[src/rtl/sdram_cmd_monitor.sv]
// Passive SDRAM command-bus monitor: decodes commands into packets, aligns read
// data to CAS latency, and queues packets behind a valid/ready handshake.
module sdram_cmd_monitor #(
  parameter int CAS_LATENCY = 3,
  parameter int FIFO_DEPTH  = 8
) (
  input  logic        clk,
  input  logic        reset,
  input  logic        sd_cs_n,
  input  logic        sd_ras_n,
  input  logic        sd_cas_n,
  input  logic        sd_we_n,
  input  logic [1:0]  sd_ba,
  input  logic [12:0] sd_addr,
  input  logic [15:0] sd_dq,
  input  logic        pkt_ready,
  output logic        pkt_valid,
  output logic [31:0] pkt_timestamp,
  output logic [31:0] pkt_id,
  output logic [2:0]  pkt_command,
  output logic [1:0]  pkt_bank,
  output logic [12:0] pkt_row,
  output logic [9:0]  pkt_column,
  output logic [15:0] pkt_data,
  output logic        row_err,
  output logic        overflow
);

  localparam int AW = $clog2(FIFO_DEPTH);

  localparam logic [2:0] CMD_LMR   = 3'b000;
  localparam logic [2:0] CMD_REF   = 3'b001;
  localparam logic [2:0] CMD_PRE   = 3'b010;
  localparam logic [2:0] CMD_ACT   = 3'b011;
  localparam logic [2:0] CMD_WRITE = 3'b100;
  localparam logic [2:0] CMD_READ  = 3'b101;

  typedef struct packed {
    logic [31:0] ts;
    logic [31:0] id;
    logic [2:0]  cmd;
    logic [1:0]  bank;
    logic [12:0] row;
    logic [9:0]  col;
    logic [15:0] data;
  } pkt_t;

  logic [31:0] r_ts;
  logic [31:0] r_id;
  logic [3:0]  r_open;
  logic [12:0] r_open_row [4];
  logic        r_row_err;
  logic        r_overflow;

  pkt_t                   r_pipe [CAS_LATENCY];
  logic [CAS_LATENCY-1:0] r_pipe_v;

  pkt_t        r_mem [FIFO_DEPTH];
  logic [AW-1:0] r_wr_ptr;
  logic [AW-1:0] r_rd_ptr;
  logic [AW:0]   r_count;

  logic [2:0]  w_cmd;
  logic        w_cap;
  logic        w_is_rd;
  logic        w_is_rw;
  logic        w_push_imm;
  logic [12:0] w_bank_row;
  pkt_t        w_new;
  pkt_t        w_rd_pkt;
  pkt_t        w_head;
  logic        w_rd_done;
  logic        w_pop;
  logic [AW:0] w_free;
  logic        w_acc_rd;
  logic        w_acc_imm;
  logic        w_drop;

  assign w_cmd      = {sd_ras_n, sd_cas_n, sd_we_n};
  assign w_cap      = !sd_cs_n && (w_cmd != 3'b111);
  assign w_is_rd    = w_cap && (w_cmd == CMD_READ);
  assign w_is_rw    = w_cap && ((w_cmd == CMD_READ) || (w_cmd == CMD_WRITE));
  assign w_push_imm = w_cap && (w_cmd != CMD_READ);
  assign w_bank_row = r_open[sd_ba] ? r_open_row[sd_ba] : 13'd0;

  always_comb begin
    w_new      = '0;
    w_new.ts   = r_ts;
    w_new.id   = r_id;
    w_new.cmd  = w_cmd;
    w_new.bank = sd_ba;
    case (w_cmd)
      CMD_ACT, CMD_LMR: w_new.row = sd_addr;
      CMD_PRE:          w_new.row = w_bank_row;
      CMD_WRITE: begin
        w_new.row  = w_bank_row;
        w_new.col  = sd_addr[9:0];
        w_new.data = sd_dq;
      end
      CMD_READ: begin
        w_new.row = w_bank_row;
        w_new.col = sd_addr[9:0];
      end
      CMD_REF:  w_new.bank = 2'd0;
      default:  w_new.bank = sd_ba;
    endcase
  end

  // Read data is taken from the bus as the entry leaves the last pipeline stage.
  assign w_rd_done = r_pipe_v[CAS_LATENCY-1];
  always_comb begin
    w_rd_pkt      = r_pipe[CAS_LATENCY-1];
    w_rd_pkt.data = sd_dq;
  end

  // Free slots are counted after the same-cycle pop; the read completion wins a single slot.
  assign w_pop     = (r_count != '0) && pkt_ready;
  assign w_free    = (AW+1)'(FIFO_DEPTH - int'(r_count) + int'(w_pop));
  assign w_acc_rd  = w_rd_done && (w_free != '0);
  assign w_acc_imm = w_push_imm && (w_free > {{AW{1'b0}}, w_acc_rd});
  assign w_drop    = (w_rd_done && !w_acc_rd) || (w_push_imm && !w_acc_imm);

  always_ff @(posedge clk or posedge reset) begin
    if (reset) begin
      r_ts       <= '0;
      r_id       <= '0;
      r_open     <= '0;
      r_row_err  <= 1'b0;
      r_overflow <= 1'b0;
      r_pipe_v   <= '0;
      r_wr_ptr   <= '0;
      r_rd_ptr   <= '0;
      r_count    <= '0;
    end else begin
      r_ts       <= r_ts + 32'd1;
      r_row_err  <= w_is_rw && !r_open[sd_ba];
      r_overflow <= r_overflow | w_drop;
      r_pipe_v   <= {r_pipe_v[CAS_LATENCY-2:0], w_is_rd};
      if (w_cap) r_id <= r_id + 32'd1;
      if (w_cap && (w_cmd == CMD_ACT)) r_open[sd_ba] <= 1'b1;
      if (w_cap && (w_cmd == CMD_PRE)) begin
        if (sd_addr[10]) r_open <= '0;
        else             r_open[sd_ba] <= 1'b0;
      end
      r_rd_ptr <= r_rd_ptr + AW'(w_pop);
      r_wr_ptr <= r_wr_ptr + AW'(w_acc_rd) + AW'(w_acc_imm);
      r_count  <= r_count - (AW+1)'(w_pop) + (AW+1)'(w_acc_rd) + (AW+1)'(w_acc_imm);
    end
  end

  always_ff @(posedge clk) begin
    if (w_cap && (w_cmd == CMD_ACT)) r_open_row[sd_ba] <= sd_addr;
    r_pipe[0] <= w_new;
    for (int i = 1; i < CAS_LATENCY; i++) r_pipe[i] <= r_pipe[i-1];
    if (w_acc_rd)  r_mem[r_wr_ptr] <= w_rd_pkt;
    if (w_acc_imm) r_mem[w_acc_rd ? r_wr_ptr + AW'(1) : r_wr_ptr] <= w_new;
  end

  assign pkt_valid     = (r_count != '0);
  assign w_head        = pkt_valid ? r_mem[r_rd_ptr] : '0;
  assign pkt_timestamp = w_head.ts;
  assign pkt_id        = w_head.id;
  assign pkt_command   = w_head.cmd;
  assign pkt_bank      = w_head.bank;
  assign pkt_row       = w_head.row;
  assign pkt_column    = w_head.col;
  assign pkt_data      = w_head.data;
  assign row_err       = r_row_err;
  assign overflow      = r_overflow;

endmodule

[config.mk]
export PLATFORM = sky130hd
export DESIGN_NAME = sdram_cmd_monitor
export DESIGN_NICKNAME = d
export VERILOG_FILES = /design/src/rtl/sdram_cmd_monitor.sv
export SDC_FILE = /design/constraint.sdc
export NUM_CORES = 2
export LEC_CHECK = 0
export CAP_MARGIN = 20
export CORE_MARGIN = 8
export CORE_UTILIZATION = 45
export DETAILED_ROUTE_END_ITERATION = 8
export GPL_ROUTABILITY_DRIVEN = 1
export SLEW_MARGIN = 20
export SYNTH_ARGS = -nofsm -noshare
export SYNTH_HDL_FRONTEND = slang
export SYNTH_SLANG_ARGS = --single-unit
[constraint.sdc]
create_clock -name clk -period 36.7 [get_ports clk]
set_input_delay 11.01 -clock clk [delete_from_list [all_inputs] [get_ports clk]]
set_output_delay 11.01 -clock clk [all_outputs]
set_load 0.005 [all_outputs]
==> metrics.cfg <==
[route]
avgViaCountPerCell = 5.62
ant_nets = 0
drt-pass1-iter-count = 5
wl_mm = 135
detail_route.iter0.violations = 2194
wl_per_cell_um = 26.7
drcViolationCount = 0
dr_total_vias = 28400

[floorplan]
core_um2 = 122000
start_util = 0.453
rows = 128
die_area_um2 = 134000
dieHeight_um = 366
io_pins = 149
fp.dieW_um = 366

[placed_design]
io_buffers = 148
dp.cells = 4788
gp_congestion = 0.755
dp_hpwl_mm = 72.5

[critical_path]
arrival_ns = 17.59
ff2ff_setup_slack_ns = 28.67
cpPeakStageDelay_ns = 0.79
path_max_fanout = 51
cp.depth = 17
rr_worst_depth = 20
r2r-end = r_mem[0][49]$_DFFE_PP_
crit_type = in -> reg
path_cells = clkdlybuf4s50_1 -> nand2_1 -> ha_1 -> inv_1 -> ha_1 -> xnor2_1 -> or3b_4 -> o21ai_4 -> inv_4 -> ha_1 -> nor2_1 -> o41a_1 -> and3_4 -> buf_4 -> a31o_4 -> buf_4 -> buf_4
crit_family = buffers and inverters
critPathBufInv = 6
critPathRequiredTime_ns = 37.05
critical_path.slowest_cell = buf_4
cp-start-kind = input port
reg2reg_from = r_count[2]$_DFF_PP0_
crit_path_end_kind = register
cp-startpoint = pkt_ready

[timing]
max_freq_mhz = 58.0
skew_ns = 0.0217
report.final.slew_viol_count = 0
hold_violations = 0
fin_crit_ns = 17.24
setup-tns-final_ns = 0
rsz0062_at_grt = false
max_slew_margin = 0.247
period_share = 0.470
setup_viol = 0
worstMarginPinSlew_ns = 1.13

[global_routing]
grt_max_degree = 109
grt_use_met1 = 0.266
gr-total-overflow = 0
top_usage_layer = met2
use_met2 = 0.331
grt_pass1_wl_mm = 202
grt_pass1_vias = 31000
use_met3 = 0.0362
grt_use_total = 0.198
antenna_found_initial = 5

[synth]
synthArstFlopShare = 0.0651
synth_nets = 3278
synth-seq-cells = 1275
synth-edff-count = 916
yosysWarnings = 0
synth_area_per_cell_um2 = 17.1
syn-cell-area_um2 = 55100
yosysSeqAreaShare = 0.638
synth_cell_types = 57
synth_flop_cell = edfxtp_1
postSynthCellCount = 3223

[power_and_ir_drop]
switching_share = 0.302
p_per_area_nw_per_um2 = 73.9
comb_power_share = 0.304
leakage_nw = 22.5
power_switching_mw = 1.39
internal-power_mw = 3.21
seqPwrFrac = 0.399
vdd_drop_max_v = 0.0000688
clockPowerShare = 0.297

[cts]
cts-buffers-inserted = 140
clk_pin_slew_ns = 0.06
cts_max_level = 4
cts-root-buf = clkbuf_16
cts_tree = yes
post_cts_resize_count = 0
cts-hold-fix-buffers = 0
post_cts_buffers = 0
clock_latency_ns = 0.74
cts.sinks = 1275
clk_path_buf_depth = 3

[job]
max_cap_violations = 0

[final_layout]
area_growth_pct = 13.1
final_nets = 3360
post-route-util = 0.512
layout-drive-gt1-share = 0.271
instances_no_fill = 5052

[outcome]
status = complete, no violations

[worst_hold_path]
hp-start = r_pipe[0][96]$_DFF_P_
hold_depth = 0
hp-class = reg -> reg
hold_path_end = r_pipe[0][204]$_DFF_P_

==> how the worst max path moves through the flow <==
stage,to,slack [ns]
global placement,r_mem[0][50]$_DFFE_PP_,18.77
global route,r_mem[0][76]$_DFFE_PP_,19.14
floorplan,r_mem[6][0]$_DFFE_PP_,15.04
CTS,r_mem[0][76]$_DFFE_PP_,19.42
detailed placement,r_mem[0][51]$_DFFE_PP_,18.63
finish,r_mem[0][49]$_DFFE_PP_,19.46
==> cell usage after synthesis (2+ instances only) <==
cell type | n | area, µm²
mux4_2 | 229 | 5160
and3_1 | 15 | 93.8
o31ai_1 | 2 | 15.0
nor3b_1 | 4 | 30.0
nand2b_1 | 8 | 50.1
clkbuf_1 | 132 | 495
mux2_2 | 346 | 3900
and4_1 | 5 | 43.8
inv_1 | 18 | 67.6
xnor2_1 | 56 | 490
a41o_1 | 2 | 20.0
buf_12 | 9 | 180
nand3_2 | 2 | 20.0
dfrtp_1 | 83 | 2080
buf_2 | 19 | 95.1
nor3_1 | 12 | 60.1
buf_1 | 39 | 146
o22ai_4 | 2 | 40.0
mux2i_1 | 110 | 1100
dfxtp_1 | 276 | 5530
o21bai_1 | 2 | 15.0
nand4_1 | 16 | 100
mux2_4 | 80 | 1200
buf_6 | 16 | 180
nor2b_1 | 30 | 188
nand3_1 | 27 | 135
xor2_1 | 16 | 140
buf_4 | 39 | 293
nand2_1 | 50 | 188
a31o_2 | 2 | 17.5
o21ai_0 | 29 | 145
edfxtp_1 | 916 | 27500
a21oi_1 | 8 | 40.0
and2_1 | 143 | 895
nor2_1 | 128 | 480
a31oi_1 | 5 | 31.3
ha_1 | 16 | 200
mux2_1 | 312 | 3510
==> layout by cell type (no fill, tap or decap), types with 17 or more instances in the layout <==
master and instances:
and2_1 142, buf_4 42, clkbuf_1 48, clkbuf_16 147, clkbuf_8 18, clkdlybuf4s50_1 148, dfrtp_1 80, dfxtp_1 276
edfxtp_1 916, inv_1 17, mux2_1 312, mux2_2 346, mux2_4 80, mux2i_1 110, mux4_2 229, nand2_1 50
nand3_1 26, nor2_1 128, nor2b_1 30, o21ai_0 27, xnor2_1 56
==> state kept, by name, summed over array words and instances (netlist names) <==
| signal | cells |
|---|---|
| r_id | 32 |
| r_pipe_v | 3 |
| r_wr_ptr | 3 |
| r_rd_ptr | 3 |
| r_ts | 32 |
| r_open | 4 |
| row_err | 1 |
| overflow | 1 |
| r_pipe | 276 |
| r_open_row | 52 |
| r_mem | 864 |
| r_count | 4 |
==> per-stage QoR <==
step | area, µm² | worst slack, ns | total power, mW | hold WS (ns)
after floorplan | 55100 | 15.04 | 2.68 | 0.310
after global placement | 57700 | 18.77 | 3.28 | 0.310
after detailed placement | 57700 | 18.63 | 3.30 | 0.312
after CTS | 62200 | 19.42 | 4.67 | 0.306
after global routing | 62200 | 19.14 | 4.80 | 0.316
final | 62300 | 19.46 | 4.60 | 0.310
==> area by class of cell <==
cell class | count | area (µm²)
repair buffers | 194 | 1880
clock inverters | 46 | 393
clock buffers | 213 | 4110
diodes | 5 | 12.5
well taps | 1625 | 2030
inverters | 19 | 76.3
multi-input cells | 1675 | 18600
flip-flops and latches | 1275 | 35100
fillers | 9810 | 59300
==> cell families after synthesis <==
logic type,count (synthesis),share of synthesized area
fa+ha+maj,17,0.00400
mux,1077,0.270
compound gates,62,0.00791
xor+xnor,72,0.0115
flops,1275,0.638
simple gates,447,0.0425
buf+inv,273,0.0266
==> power by group through the flow <==
stage	combinational, mW	clock, mW	sequential, mW
floorplan	0.852	0	1.82
global placement	1.42	0	1.85
detailed placement	1.44	0	1.87
CTS	1.44	1.40	1.84
global route	1.50	1.45	1.85
finish	1.40	1.37	1.83
==> routing by layer <==
| metal | wire length, µm | share of wire |
|---|---|---|
| met1 | 58700 | 0.44 |
| met2 | 66000 | 0.49 |
| met3 | 7060 | 0.052 |
| met4 | 3080 | 0.023 |
| met5 | 13 | 0.000096 |
Note: power is estimated with default switching activity, not from simulation.
